**src/rtl/cdd_sector_streamer.sv**
```systemverilog
// cdd_sector_streamer: buffers 16-bit host sector words in a small FIFO and
// replays them to the CD interface at the 1x/2x word rate. Each word is
// presented on CD_D with a 4-cycle CD_CK strobe. The block also tracks sector
// alignment and checks the data-sector sync pattern.
// Optional feature: define CDD_STREAM_ERRCNT_EN to build the saturating
// underrun counter behind UNDERRUN_CNT. When it is undefined, UNDERRUN_CNT
// is tied to zero.
module cdd_sector_streamer #(
  parameter int FIFO_DEPTH = 16
) (
  input  logic        CLK,
  input  logic        RST,
  input  logic        WORD_CE,
  input  logic        CD_SPD,
  input  logic        RUN,
  input  logic        AUDIO,
  input  logic [15:0] HOST_DATA,
  input  logic        HOST_SOF,
  input  logic        HOST_VALID,
  output logic        HOST_READY,
  output logic [15:0] CD_D,
  output logic        CD_CK,
  output logic        SECTOR_DONE,
  output logic [2:0]  STATUS,
  output logic [7:0]  UNDERRUN_CNT
);

  localparam int            AW        = $clog2(FIFO_DEPTH);
  localparam logic [AW:0]   DEPTH_C   = (AW+1)'(FIFO_DEPTH);
  localparam logic [AW:0]   CNT_ONE   = {{AW{1'b0}}, 1'b1};
  localparam logic [AW-1:0] PTR_ONE   = {{(AW-1){1'b0}}, 1'b1};
  localparam logic [10:0]   LAST_WORD = 11'd1175;

  typedef enum logic [1:0] {
    ST_IDLE   = 2'd0,
    ST_PRIME  = 2'd1,
    ST_STREAM = 2'd2,
    ST_DRAIN  = 2'd3
  } state_t;

  // Expected sync pattern for the first six words of a data sector.
  function automatic logic [15:0] sync_word(input logic [2:0] idx);
    case (idx)
      3'd0:    sync_word = 16'hFF00;
      3'd1:    sync_word = 16'hFFFF;
      3'd2:    sync_word = 16'hFFFF;
      3'd3:    sync_word = 16'hFFFF;
      3'd4:    sync_word = 16'hFFFF;
      3'd5:    sync_word = 16'h00FF;
      default: sync_word = 16'h0000;
    endcase
  endfunction

  logic [16:0]   mem_r [FIFO_DEPTH];
  logic [AW-1:0] wr_ptr_r, rd_ptr_r;
  logic [AW:0]   count_r, count_nxt_s;
  logic          ready_r;
  logic          div_r;
  state_t        state_r;
  logic [10:0]   wcnt_r, eff_wcnt_s;
  logic [15:0]   cd_d_r, out_word_s;
  logic          cd_ck_r;
  logic [1:0]    ck_rem_r;
  logic          done_r;
  logic [2:0]    status_r;
  logic          empty_s, slot_s, push_s, pop_s, align_err_s, sync_err_s;
  logic [16:0]   head_s;

  // FIFO control, output slot, and per-word error decode.
  always_comb begin
    empty_s = (count_r == {(AW+1){1'b0}});
    head_s  = mem_r[rd_ptr_r];
    slot_s  = WORD_CE & (CD_SPD | div_r);
    push_s  = HOST_VALID & ready_r;
    pop_s   = 1'b0;
    case (state_r)
      ST_PRIME:  pop_s = RUN & ~empty_s & ~head_s[16];
      ST_STREAM: pop_s = slot_s & ~empty_s;
      default:   pop_s = 1'b0;
    endcase
    count_nxt_s = count_r;
    case ({push_s, pop_s})
      2'b10:   count_nxt_s = count_r + CNT_ONE;
      2'b01:   count_nxt_s = count_r - CNT_ONE;
      default: count_nxt_s = count_r;
    endcase
    // A SOF word always lands at word 0, even when it arrives early.
    eff_wcnt_s  = (~empty_s & head_s[16]) ? 11'd0 : wcnt_r;
    out_word_s  = empty_s ? 16'h0000 : head_s[15:0];
    align_err_s = ~empty_s & (head_s[16] ? (wcnt_r != 11'd0) : (wcnt_r == 11'd0));
    sync_err_s  = ~AUDIO & (eff_wcnt_s < 11'd6) & (out_word_s != sync_word(eff_wcnt_s[2:0]));
  end

  // FIFO storage write port (data path, no reset needed).
  always_ff @(posedge CLK) begin
    if (push_s) begin
      mem_r[wr_ptr_r] <= {HOST_SOF, HOST_DATA};
    end
  end

  // FIFO pointers, occupancy, and registered ready (computed from next occupancy).
  always_ff @(posedge CLK) begin
    if (RST) begin
      wr_ptr_r <= {AW{1'b0}};
      rd_ptr_r <= {AW{1'b0}};
      count_r  <= {(AW+1){1'b0}};
      ready_r  <= 1'b0;
    end else begin
      if (push_s) wr_ptr_r <= wr_ptr_r + PTR_ONE;
      if (pop_s)  rd_ptr_r <= rd_ptr_r + PTR_ONE;
      count_r <= count_nxt_s;
      ready_r <= (count_nxt_s != DEPTH_C);
    end
  end

  // 1x rate divider: toggles on every word strobe.
  always_ff @(posedge CLK) begin
    if (RST) begin
      div_r <= 1'b0;
    end else if (WORD_CE) begin
      div_r <= ~div_r;
    end
  end

  // Sequencer: priming, word emission, strobe timing, and sticky status.
  always_ff @(posedge CLK) begin
    if (RST) begin
      state_r  <= ST_IDLE;
      wcnt_r   <= 11'd0;
      cd_d_r   <= 16'h0000;
      cd_ck_r  <= 1'b0;
      ck_rem_r <= 2'd0;
      done_r   <= 1'b0;
      status_r <= 3'b000;
    end else begin
      done_r <= 1'b0;
      if (cd_ck_r) begin
        if (ck_rem_r == 2'd0) cd_ck_r <= 1'b0;
        else                  ck_rem_r <= ck_rem_r - 2'd1;
      end
      case (state_r)
        ST_IDLE: begin
          cd_ck_r <= 1'b0;
          if (RUN) state_r <= ST_PRIME;
        end
        ST_PRIME: begin
          if (!RUN)                       state_r <= ST_IDLE;
          else if (!empty_s && head_s[16]) state_r <= ST_STREAM;
        end
        ST_STREAM: begin
          if (slot_s) begin
            cd_d_r      <= out_word_s;
            cd_ck_r     <= 1'b1;
            ck_rem_r    <= 2'd3;
            status_r[2] <= status_r[2] | align_err_s;
            status_r[1] <= status_r[1] | sync_err_s;
            status_r[0] <= status_r[0] | empty_s;
            if (eff_wcnt_s == LAST_WORD) begin
              wcnt_r <= 11'd0;
              done_r <= 1'b1;
              if (!RUN) state_r <= ST_DRAIN;
            end else begin
              wcnt_r <= eff_wcnt_s + 11'd1;
            end
          end
        end
        ST_DRAIN: begin
          if (!cd_ck_r) state_r <= ST_IDLE;
        end
        default: state_r <= ST_IDLE;
      endcase
    end
  end

`ifdef CDD_STREAM_ERRCNT_EN
  logic [7:0] urun_cnt_r;

  // Saturating count of slots that found the FIFO empty while streaming.
  always_ff @(posedge CLK) begin
    if (RST) begin
      urun_cnt_r <= 8'h00;
    end else if ((state_r == ST_STREAM) && slot_s && empty_s && (urun_cnt_r != 8'hFF)) begin
      urun_cnt_r <= urun_cnt_r + 8'h01;
    end
  end

  assign UNDERRUN_CNT = urun_cnt_r;
`else
  assign UNDERRUN_CNT = 8'h00;
`endif

  assign HOST_READY  = ready_r;
  assign CD_D        = cd_d_r;
  assign CD_CK       = cd_ck_r;
  assign SECTOR_DONE = done_r;
  assign STATUS      = status_r;

endmodule

```
**config.mk**
```make
export PLATFORM = sky130hd
export DESIGN_NAME = cdd_sector_streamer
export DESIGN_NICKNAME = d
export VERILOG_FILES = /design/src/rtl/cdd_sector_streamer.sv
export SDC_FILE = /design/constraint.sdc
export NUM_CORES = 1
export LEC_CHECK = 0
export BUFFER_PORTS_ARGS = -buffer_cell sky130_fd_sc_hd__buf_2
export CAP_MARGIN = 20
export CORE_MARGIN = 2
export CORE_UTILIZATION = 55
export CTS_BUF_LIST = sky130_fd_sc_hd__clkbuf_8
export DETAILED_ROUTE_END_ITERATION = 16
export PLACE_DENSITY = 0.77
export SETUP_SLACK_MARGIN = 0.05
export SLEW_MARGIN = 5
export SYNTH_ARGS = -nofsm -noshare
export SYNTH_HDL_FRONTEND = slang
export SYNTH_SLANG_ARGS = --single-unit
```
**constraint.sdc**
```tcl
create_clock -name CLK -period 7.4 [get_ports CLK]
set_input_delay 0 -clock CLK [delete_from_list [all_inputs] [get_ports CLK]]
set_output_delay 0 -clock CLK [all_outputs]
set_load 0.05 [all_outputs]
```
==> flow_summary.yaml, run 1 <==
run_status:
  run_status: "complete, no violations"
critical_path:
  cp_top_family: "multiplexers"
  critical_path_class: "flip-flop to flip-flop"
  critical-path-slowest-cell: "dfxtp_1"
  worst-endpoint-required_ns: 7.81
  cp-endpoint: "HOST_READY"
  r2r_cells: 13
  critical_path_peak_fanout: 18
  timing.rr.end: "HOST_READY"
  rrSetupSlack_ns: 2.84
  crit_arrival_ns: 4.97
  timing.critical_path.to_type: "flip-flop"
  worstPathBufferInverterCount: 0
  worst_path_largest_cell_delay_ns: 0.96
  critPathLaunchType: "flip-flop"
  crit_chain: "mux4_2, mux4_2, o21ai_0, and3_1, ha_1, xor2_1, ha_1, a21o_1, a22oi_1, o221ai_1, nand2b_1, xnor2_1, a41oi_1"
  cp_num_cells: 13
placement:
  gp_routability_congestion: 0.896
  io_buffers: 45
  place.detailed.hpwl_mm: 17.0
  placed_standard_cell_area_um2: 13600
logic_synthesis:
  yosys_warnings: 0
  netlist_top_cells_area: "edfxtp_1 (63%), mux4_2 (12%), dfxtp_1 (8.5%), nand2_1 (1.6%), ha_1 (1.5%)"
  synth-async-reset-ratio_pct: 0
  post_synth_num_cell_types: 56
  synth_sequential_area_ratio_pct: 71.2
  netlist.area_leader.share_pct: 62.8
  yosys.area.top_type: "edfxtp_1"
  synth_seq_cells: 327
  number_of_enable_type_register_cells_in_the_synthesized_netlist: 272
  synth_ff_type: "edfxtp_1"
  netlist_area_um2: 13000
  postSynthAreaPerCell_um2: 17.1
  number_of_standard_cells_after_synthesis: 763
timing:
  tightest_slew_ns: 0.978
  final_period_minus_worst_setup_slack_ns: 4.56
  report.final.hold_viol_count: 0
  final-setup-viol-count: 0
  post-route-period-util_pct: 61.6
  slew_viol_final: 0
  fin_skew_ns: 0.0232
  timing.setup.tns_ns: 0
  setup_repair_after_global_routing_missed_its_margin: "no"
  worst_slew_margin_rel_pct: 34.7
  fmax_mhz: 219
drt:
  route.detailed.wl_per_inst_um: 22.8
  firstDrtPassIters: 5
  drcViolationCount: 0
  viasPerCell: 6.01
  postRouteWirelength_mm: 27.9
  initialDrtViolationCount: 803
  dr_total_vias: 7362
  postRouteAntennaNets: 0
floorplanning:
  die_w_um: 158
  boundaryPins: 54
  num_rows: 56
  initial_utilization_pct: 55.8
  core_area_um2: 23300
  floorplan.die_area_um2: 24900
  dieHeight_um: 158
grt:
  grt_pass1_wl_mm: 42.2
  antenna_found_initial: 1
  gr-usage-all-layers_pct: 23.0
  gr-total-overflow: 0
  pin_count_of_the_biggest_net_entering_global_routing: 62
  first_global_vias: 7414
finish:
  insertedDiodeCount: 0
  design_area_um2: 14800
  final_nets: 905
  final_layout_size_suffix_gt1_share_pct: 24.1
  synthToLayoutAreaGrowth_pct: 14.1
cts:
  cts-resized-gates: 0
  clock_transition_at_the_registers_of_the_reported_paths_ns: 0.06
  insertion_delay_ns: 0.58
  cts_buffers: 50
  clock_tree.htree_level_count: 2
  max-clock-path-buffers: 3
  holdBufCountCts: 23
  root_buffer: "clkbuf_8"
  numClockSinks: 327
  tritoncts: "built"
  cts.repair_timing.setup_buffer_count: 0
job:
  timing.max_cap.violations: 0
power_and_ir_drop:
  cellLeakagePower_nw: 4.95
  maximum_ir_drop_on_the_vdd_rail_v: 0.000148
  power.density_cell_area_nw_per_um2: 239
hold_path:
  hold_path_class: "input port to flip-flop"
[cells in the final DEF, fill, tap and decap left out, types with 9 or more instances in the layout]
cell,instances
a21oi_1,20
dlygate4sd3_1,23
nand4_1,9
clkbuf_8,53
a22oi_1,26
edfxtp_1,272
mux4_2,69
dfxtp_1,53
inv_1,26
nor2_1,40
a22o_1,12
ha_1,16
nand2_1,54
o21ai_0,12
buf_4,24
buf_2,45
clkinv_1,12
[where the power goes]
part	switching, W	internal [W]
logic	0.0000796	0.0000412
clock network	0.000681	0.000741
registers	0.00000814	0.00200
total	0.000769	0.00279
[area by class of cell]
type / count / area, um2
clock buffers: 53 / 729
clock inverters: 40 / 235
fillers: 1590 / 8490
inverters: 11 / 41.3
multi-input cells: 383 / 3530
flip-flops and latches: 327 / 9270
well taps: 319 / 399
repair buffers: 92 / 636
[worst min path at each step]
stage                 startpoint     endpoint  slack [ns]  depth (start not counted)
finish                    CD_SPD        CD_CK        0.01                          5
global route              CD_SPD    wcnt_r[7]        0.06                          4
CTS                       CD_SPD        CD_CK        0.01                          5
detailed placement       WORD_CE        div_r        0.27                          3
global placement         WORD_CE        div_r        0.25                          3
floorplan           HOST_DATA[0]  mem_r[0][0]         0.1                          0
[state kept, by name, summed over array words and instances, names as in the netlist, named ones only]
register and flops:
SECTOR_DONE 1, ck_rem_r 2, state_r 1, div_r 1, CD_D 16, HOST_READY 1, STATUS 3, CD_CK 1
wcnt_r 11, rd_ptr_r 4, count_r 5, wr_ptr_r 4, mem_r 272
[metal layers]
metal | vias to the layer above | track usage (%) | part of all wire [%] | routed length, um
met4 | 2 | 7.79 | 2.4 | 680
li1 | 3222 | - | - | -
met2 | 313 | 40.1 | 51 | 14400
met5 | - | 0 | 0.047 | 13
met1 | 3761 | 28.9 | 39 | 10900
met3 | 64 | 4.65 | 7.2 | 2000
[worst min-delay path, stage by stage]
cell	delay, ns
buf_2	0.07
o21ai_0	0.16
a21oi_1	0.17
nor2_1	0.05
nor2_1	0.08
[cells by family after synthesis]
kind of cell | Yosys count | synth area share, %
flip-flops | 327 | 71.2
other | 1 | 0.0288
multiplexers | 78 | 12.7
adder cells (fa/ha/maj) | 16 | 1.54
buffers and inverters | 60 | 2.07
AO/OA/AOI/OAI | 100 | 5.39
XOR/XNOR | 14 | 0.942
AND/OR/NAND/NOR | 167 | 6.14
[synthesized netlist by cell type (11+ instances only)]
cell type,instances
o21ai_0,12
a22oi_1,26
dfxtp_1,55
inv_1,11
mux4_2,69
ha_1,16
edfxtp_1,272
a22o_1,12
clkbuf_1,31
nand2_1,54
a21oi_1,20
nor2_1,44
[stage by stage]
step                hold slack, ns  setup slack [ns]  instances  total power [W]  util, %
global placement             0.252              3.10       1108          0.00215     58.5
floorplan                   0.0989              3.68        770          0.00212        -
global route                0.0639              2.56       1225          0.00366     63.6
CTS                         0.0111              2.86       1224          0.00358     63.6
finish                      0.0117              2.84       1225          0.00356     63.6
detailed placement           0.266              2.91       1108          0.00216     58.5
Power figures use the tool's default switching activity.
==> run 2, diff against run 1 <==
--- a/config.mk
+++ b/config.mk
@@ -5,6 +5,7 @@
 export SDC_FILE = /design/constraint.sdc
 export NUM_CORES = 1
 export LEC_CHECK = 0
+export ABC_AREA = 1
 export BUFFER_PORTS_ARGS = -buffer_cell sky130_fd_sc_hd__buf_2
 export CAP_MARGIN = 20
 export CORE_MARGIN = 2
==> constraint.sdc (replaced) <==
create_clock -name CLK -period 4.25 [get_ports CLK]
set_input_delay 0 -clock CLK [delete_from_list [all_inputs] [get_ports CLK]]
set_output_delay 0 -clock CLK [all_outputs]
set_load 0.05 [all_outputs]
==> run 2 against run 1 <==
  * Synthesized cell count up 75%
  * Combinational power rose to 4.1 times the previous value
  * Sequential power up 76%
  * Global-route usage is 1.6 points higher
  * Count of clock-buffer cells in the layout grew 4
  * Core utilization fell by 0.94 points
  * Setup slack lost 2.2 ns
  * Die area grew 7.3%
  * Clock skew about the same
  * Largest cell class unchanged
==> flow_summary.yaml, run 2 <==
logic_synthesis:
  netlist.area_leader.share_pct: 58.4
  netlist_area_um2: 14000
  synth_ff_type: "edfxtp_1"
  netlist_top_cells_area: "edfxtp_1 (58%), nand2_1 (8.1%), dfxtp_1 (7.9%), nand3_1 (6.1%), nor2_1 (4.9%)"
  postSynthAreaPerCell_um2: 10.5
  post_synth_num_cell_types: 39
  number_of_enable_type_register_cells_in_the_synthesized_netlist: 272
  synth-async-reset-ratio_pct: 0
  number_of_standard_cells_after_synthesis: 1336
  ys_top_cells_by_count: "nand2_1 (300), edfxtp_1 (272), nor2_1 (183)"
  synth_seq_cells: 327
  yosysMostFrequentCell: "nand2_1"
  synth_sequential_area_ratio_pct: 66.3
  yosys.area.top_type: "edfxtp_1"
  yosys_warnings: 0
critical_path:
  critical_path_peak_fanout: 19
  worst-endpoint-required_ns: 4.67
  critPathLaunchType: "flip-flop"
  crit_arrival_ns: 4.02
  r2r_cells: 23
  timing.critical_path.to_type: "flip-flop"
  critical_path_class: "flip-flop to flip-flop"
  timing.rr.end: "HOST_READY"
  rrSetupSlack_ns: 0.66
placement:
  placed_standard_cell_area_um2: 14500
  gp_routability_congestion: 0.882
  io_buffers: 45
  place.detailed.hpwl_mm: 18.5
job:
  timing.max_cap.violations: 0
floorplanning:
  core_area_um2: 25100
  boundaryPins: 54
  floorplan.die_area_um2: 26700
  dieHeight_um: 163
  die_w_um: 163
  initial_utilization_pct: 55.7
  num_rows: 58
timing:
  final-setup-viol-count: 0
  report.final.hold_viol_count: 0
  worst_slew_margin_rel_pct: 26.5
  whs_ns: 0.0387
  slew_viol_final: 0
  fin_skew_ns: 0.0228
  timing.setup.tns_ns: 0
  tightest_slew_ns: 1.10
  final_period_minus_worst_setup_slack_ns: 3.59
  post-route-period-util_pct: 84.6
  fmax_mhz: 278
  setup_repair_after_global_routing_missed_its_margin: "no"
finish:
  synthToLayoutAreaGrowth_pct: 12.5
  design_area_um2: 15700
  insertedDiodeCount: 0
  most_frequent_cells_in_the_layout: "nand2_1 (300), edfxtp_1 (272), nand3_1 (170), nor2_1 (167), inv_1 (94)"
  final_nets: 1463
  final_common_cell: "nand2_1"
  final_layout_size_suffix_gt1_share_pct: 11.9
  postLayoutCoreUtil_pct: 62.7
  top_register: "mem_r"
  layout.filler_cells: 1991
  largest_reg_flops: 272
power_and_ir_drop:
  maximum_ir_drop_on_the_vdd_rail_v: 0.000249
  power.density_cell_area_nw_per_um2: 407
  cellLeakagePower_nw: 5.98
cts:
  tritoncts: "built"
  numClockSinks: 327
  max-clock-path-buffers: 3
  root_buffer: "clkbuf_8"
  insertion_delay_ns: 0.57
  clock_tree.htree_level_count: 2
  cts_buffers: 52
  clock_transition_at_the_registers_of_the_reported_paths_ns: 0.06
hold_path:
  worst_hold_path.num_cells: 6
  hold_path_class: "input port to flip-flop"
  hold_path.startpoint: "CD_SPD"
  worstHoldEndpoint: "wcnt_r[6]"
grt:
  pin_count_of_the_biggest_net_entering_global_routing: 90
  grt_pass1_wl_mm: 50.7
  antenna_found_initial: 0
  gr-usage-all-layers_pct: 24.6
  first_global_vias: 9560
  gr-total-overflow: 0
drt:
  viasPerCell: 5.52
  postRouteAntennaNets: 0
  firstDrtPassIters: 6
  dr_total_vias: 9901
  postRouteWirelength_mm: 32.0
  initialDrtViolationCount: 1153
  route.detailed.wl_per_inst_um: 17.9
  drcViolationCount: 0
run_status:
  run_status: "complete, no violations"
-- run 2: changes by cell type in the layout (fill, tap and decap cells not counted), sizes merged, moves of 7 or more --
cell / delta
nand2: +251
nand3: +164
nor2: +139
o21ai: +77
inv: +69
mux4: -69
a22oi: -26
o211ai: +23
a22o: -12
buf: +8
nand2b: -7
-- run 2: through the flow --
stage / instances / worst slack, ns / power [W]
finish: 1793 / 0.656 / 0.00641
global route: 1793 / 0.255 / 0.00667
CTS: 1789 / 0.728 / 0.00644
detailed placement: 1670 / 0.789 / 0.00406
global placement: 1669 / 0.970 / 0.00405
floorplan: 1343 / 1.35 / 0.00393
-- run 2: kinds of logic after synthesis --
family / count (synthesis) / synth area share (%)
mux: 1 / 0.0716
compound gates: 143 / 5.75
flops: 327 / 66.3
fa+ha+maj: 16 / 1.43
buf+inv: 157 / 5.29
xor+xnor: 11 / 0.689
other cells: 1 / 0.0268
simple gates: 680 / 20.5
-- run 2: metal layers --
metal	global-route usage (%)	vias up	share of wire, %
li1	-	4730	-
met1	32.0	4691	41
met2	41.1	425	48
met3	5.79	55	8.9
met4	7.46	0	1.8
met5	0	-	0
-- run 2: worst max-delay path, stage by stage (launching register included) --
cell and delay [ns]:
dfxtp_1 0.34, buf_4 0.28, clkinv_1 0.13, buf_4 0.25, nand3_1 0.12, nand3_1 0.09
nand2_2 0.11, inv_2 0.05, nand3_1 0.06, o21ai_1 0.06, nand2_1 0.12, inv_1 0.10
ha_1 0.26, xor2_1 0.18, ha_1 0.19, a21oi_1 0.18, nor2_1 0.09, a21oi_1 0.20
nand2_1 0.07, nand2_1 0.06, nor2_1 0.05, xor2_1 0.15, nor3_1 0.16, a31oi_1 0.12
-- run 2: layout make-up --
class / instances / area (um2) / area share [%]
multi-input combinational: 859 / 4040 / 25.7
sequential: 327 / 9270 / 58.9
clock buffer: 57 / 785 / 4.98
inverter: 81 / 307 / 1.95
clock inverter: 37 / 151 / 0.962
tap: 330 / 413 / 2.62
timing repair buffer: 102 / 766 / 4.87
-- run 2: worst max path at each step --
| stage | startpoint | to | slack (ns) | cells past startpoint |
|---|---|---|---|---|
| finish | flip-flop | HOST_READY | 0.66 | 23 |
| detailed placement | flip-flop | HOST_READY | 0.79 | 23 |
| global placement | flip-flop | HOST_READY | 0.97 | 23 |
| global route | flip-flop | HOST_READY | 0.25 | 23 |
| CTS | flip-flop | HOST_READY | 0.73 | 23 |
| floorplan | state_r[0] | HOST_READY | 1.35 | 20 |
-- run 2: timing repair --
| item | 4_1_cts | 5_1_grt |
|---|---|---|
| hold buffers | 25 | 0 |
| setup buffers | 0 | 0 |
| endpoints found under the hold margin | 301 | 0 |
| resized for setup | 0 | 0 |
-- run 2: report_power, final --
group          internal, W  switching (W)  leakage, nW
Sequential         0.00351      0.0000254         2.90
Combinational     0.000146       0.000345         2.53
Clock              0.00123        0.00116        0.550
==> run 3, diff against run 2 <==
--- a/config.mk
+++ b/config.mk
@@ -5,14 +5,14 @@
 export SDC_FILE = /design/constraint.sdc
 export NUM_CORES = 1
 export LEC_CHECK = 0
-export ABC_AREA = 1
+export ABC_AREA = 0
 export BUFFER_PORTS_ARGS = -buffer_cell sky130_fd_sc_hd__buf_2
 export CAP_MARGIN = 20
 export CORE_MARGIN = 2
 export CORE_UTILIZATION = 55
 export CTS_BUF_LIST = sky130_fd_sc_hd__clkbuf_8
 export DETAILED_ROUTE_END_ITERATION = 16
-export PLACE_DENSITY = 0.77
+export PLACE_DENSITY = 0.8
 export SETUP_SLACK_MARGIN = 0.05
 export SLEW_MARGIN = 5
 export SYNTH_ARGS = -nofsm -noshare
==> constraint.sdc (replaced) <==
create_clock -name CLK -period 3.28 [get_ports CLK]
set_input_delay 0 -clock CLK [delete_from_list [all_inputs] [get_ports CLK]]
set_output_delay 0 -clock CLK [all_outputs]
set_load 0.05 [all_outputs]
==> run 3 against run 2 <==
  * First-iteration DRC count is 33% lower
  * Die area is 6.8% lower
  * Cell area is 3.9% lower
  * Clock power is 31% higher
  * Worst hold slack better by 0.00058 ns
  * Clock skew grew 0.0069 ns
==> flow_summary.yaml, run 3 (synthesis gave the netlist of run 1 again) <==
run_status:
  run_status: "complete, no violations"
critical_path:
  cp_top_family: "multiplexers"
  worstPathBufferInverterCount: 0
  crit_chain: "mux4_2, mux4_2, o21ai_2, and3_4, ha_4, xor2_1, ha_2, a21o_1, a22oi_1, o221ai_1, nand2b_1, xnor2_2, a41oi_1"
  crit_arrival_ns: 3.64
  worst_path_largest_cell_delay_ns: 0.55
  timing.critical_path.to_type: "flip-flop"
  worst-endpoint-required_ns: 3.70
  critPathLaunchType: "flip-flop"
  critical_path_peak_fanout: 6
  critical_path_class: "flip-flop to flip-flop"
  timing.critical_path.mode_cell: "mux4_2"
  critical-path-slowest-cell: "mux4_2"
floorplanning:
  num_rows: 56
  dieHeight_um: 158
  boundaryPins: 54
  floorplan.die_area_um2: 24900
  initial_utilization_pct: 55.8
  core_area_um2: 23300
  die_w_um: 158
timing:
  whs_ns: 0.0393
  post-route-period-util_pct: 98.2
  fin_skew_ns: 0.0297
  fin_ws_ns: 0.0581
  final_period_minus_worst_setup_slack_ns: 3.22
  report.final.hold_viol_count: 0
  final-setup-viol-count: 0
  worst_slew_margin_rel_pct: 36.6
  setup_repair_after_global_routing_missed_its_margin: "yes"
  slew_viol_final: 0
  timing.setup.tns_ns: 0
  fmax_mhz: 310
  tightest_slew_ns: 0.945
finish:
  area_of_the_multi_input_gates_um2: 3630
  layout.filler_cells: 1577
  insertedDiodeCount: 0
  top_register: "mem_r"
  final_nets: 928
  final-instance-count-excl-fill: 1245
  synthToLayoutAreaGrowth_pct: 16.3
  final_layout_size_suffix_gt1_share_pct: 28.1
  seqCellArea_um2: 9280
  largest_reg_flops: 272
  final_common_cell: "edfxtp_1"
  most_frequent_cells_in_the_layout: "edfxtp_1 (272), mux4_2 (69), dfxtp_1 (52), nand2_1 (52), clkbuf_8 (48)"
drt:
  drcViolationCount: 0
  firstDrtPassIters: 5
  postRouteWirelength_mm: 27.9
  dr_total_vias: 7370
  viasPerCell: 5.92
  initialDrtViolationCount: 768
  route.detailed.wl_per_inst_um: 22.4
  postRouteAntennaNets: 0
placement:
  io_buffers: 45
  pre_cts_slack_ns: -0.0147
  place.detailed.hpwl_mm: 16.2
  gp_routability_congestion: 0.899
  dp_cells: 1127
grt:
  grt_pass1_wl_mm: 41.3
  pin_count_of_the_biggest_net_entering_global_routing: 61
  first_global_vias: 7126
  top_usage_layer_grt: "met2"
  antenna_found_initial: 0
  gr-usage-met2_pct: 37.8
  grt.met3_usage_pct: 4.68
  gr-usage-all-layers_pct: 22.6
  gr-total-overflow: 0
  use_met1_pct: 30.2
cts:
  max-clock-path-buffers: 3
  tritoncts: "built"
  insertion_delay_ns: 0.57
  root_buffer: "clkbuf_8"
  clock_tree.htree_level_count: 2
  clock_transition_at_the_registers_of_the_reported_paths_ns: 0.06
  numClockSinks: 327
  cts_buffers: 48
power_and_ir_drop:
  maximum_ir_drop_on_the_vdd_rail_v: 0.000247
  p_int_w: 0.00624
  power.density_cell_area_nw_per_um2: 526
  p_sw_share_pct: 21.5
  power.total_w: 0.00795
  cellLeakagePower_nw: 5.07
  comb_power_share_pct: 3.7
  power_frac_seq_pct: 57.0
  power.net_switching_w: 0.00171
  power_frac_clock_pct: 39.2
job:
  timing.max_cap.violations: 0
hold_path:
  hold_path_class: "input port to flip-flop"
-- run 3: cell types whose count changed in the layout (fill, tap and decap cells not counted), sizes merged, moves of 26 or more --
cell	delta
inv	-71
o21ai	-77
nand3	-164
nor2	-139
a22oi	+26
mux4	+69
nand2	-251
-- run 3: worst reg2reg max path, stage by stage, from the launching register on --
cell and delay [ns]:
dfxtp_4 0.40, mux4_2 0.49, mux4_2 0.55, o21ai_2 0.15, and3_4 0.21, ha_4 0.13
xor2_1 0.06, ha_2 0.20, a21o_1 0.16, a22oi_1 0.20, o221ai_1 0.13, nand2b_1 0.14
xnor2_2 0.13, a41oi_1 0.12
-- run 3: what timing repair did --
item | in CTS | in global routing
gates resized for setup | 3 | 12
pin swaps | 0 | 7
setup endpoints to repair | 2 | 10
endpoints found under the hold margin | 287 | 0
hold buffers | 25 | 0
buffers inserted | 0 | 5
-- run 3: path summary, 6_finish.rpt --
kind	cells past startpoint	start	slack, ns	to
hold / removal	4	HOST_VALID	0.04	wr_ptr_r[0]
setup / recovery	13	flip-flop	0.06	HOST_READY
setup reg to reg	13	flip-flop	0.06	HOST_READY
hold reg to reg	2	CD_D[15]	0.46	CD_D[15]
-- run 3: power by group through the flow --
stage / Sequential, W / Combinational [W] / Clock [W]
2_1_floorplan: 0.00463 / 0.000152 / 0
3_3_place_gp: 0.00462 / 0.000253 / 0
3_5_place_dp: 0.00463 / 0.000259 / 0
4_1_cts: 0.00454 / 0.000286 / 0.00316
5_1_grt: 0.00454 / 0.000325 / 0.00335
6_report: 0.00454 / 0.000298 / 0.00312
-- run 3: cell type report --
class	count	share of cell area (%)
inverters	11	0.273
well taps	319	2.64
clock inverters	40	1.68
repair buffers	117	5.75
flip-flops and latches	327	61.3
multi-input cells	383	24.0
clock buffers	48	4.37
-- run 3: through the flow --
stage / util [%] / instance area [um2]
after detailed placement: 59.4 / 13900
after floorplan: - / 13100
final: 64.8 / 15100
after CTS: 64.5 / 15000
after global placement: 59.4 / 13900
after global routing: 64.8 / 15100
-- run 3: metal layers --
layer / share of wire (%) / wire (um)
met1: 39 / 10900
met2: 50 / 14100
met3: 8.6 / 2390
met4: 2.0 / 565
met5: 0 / 0
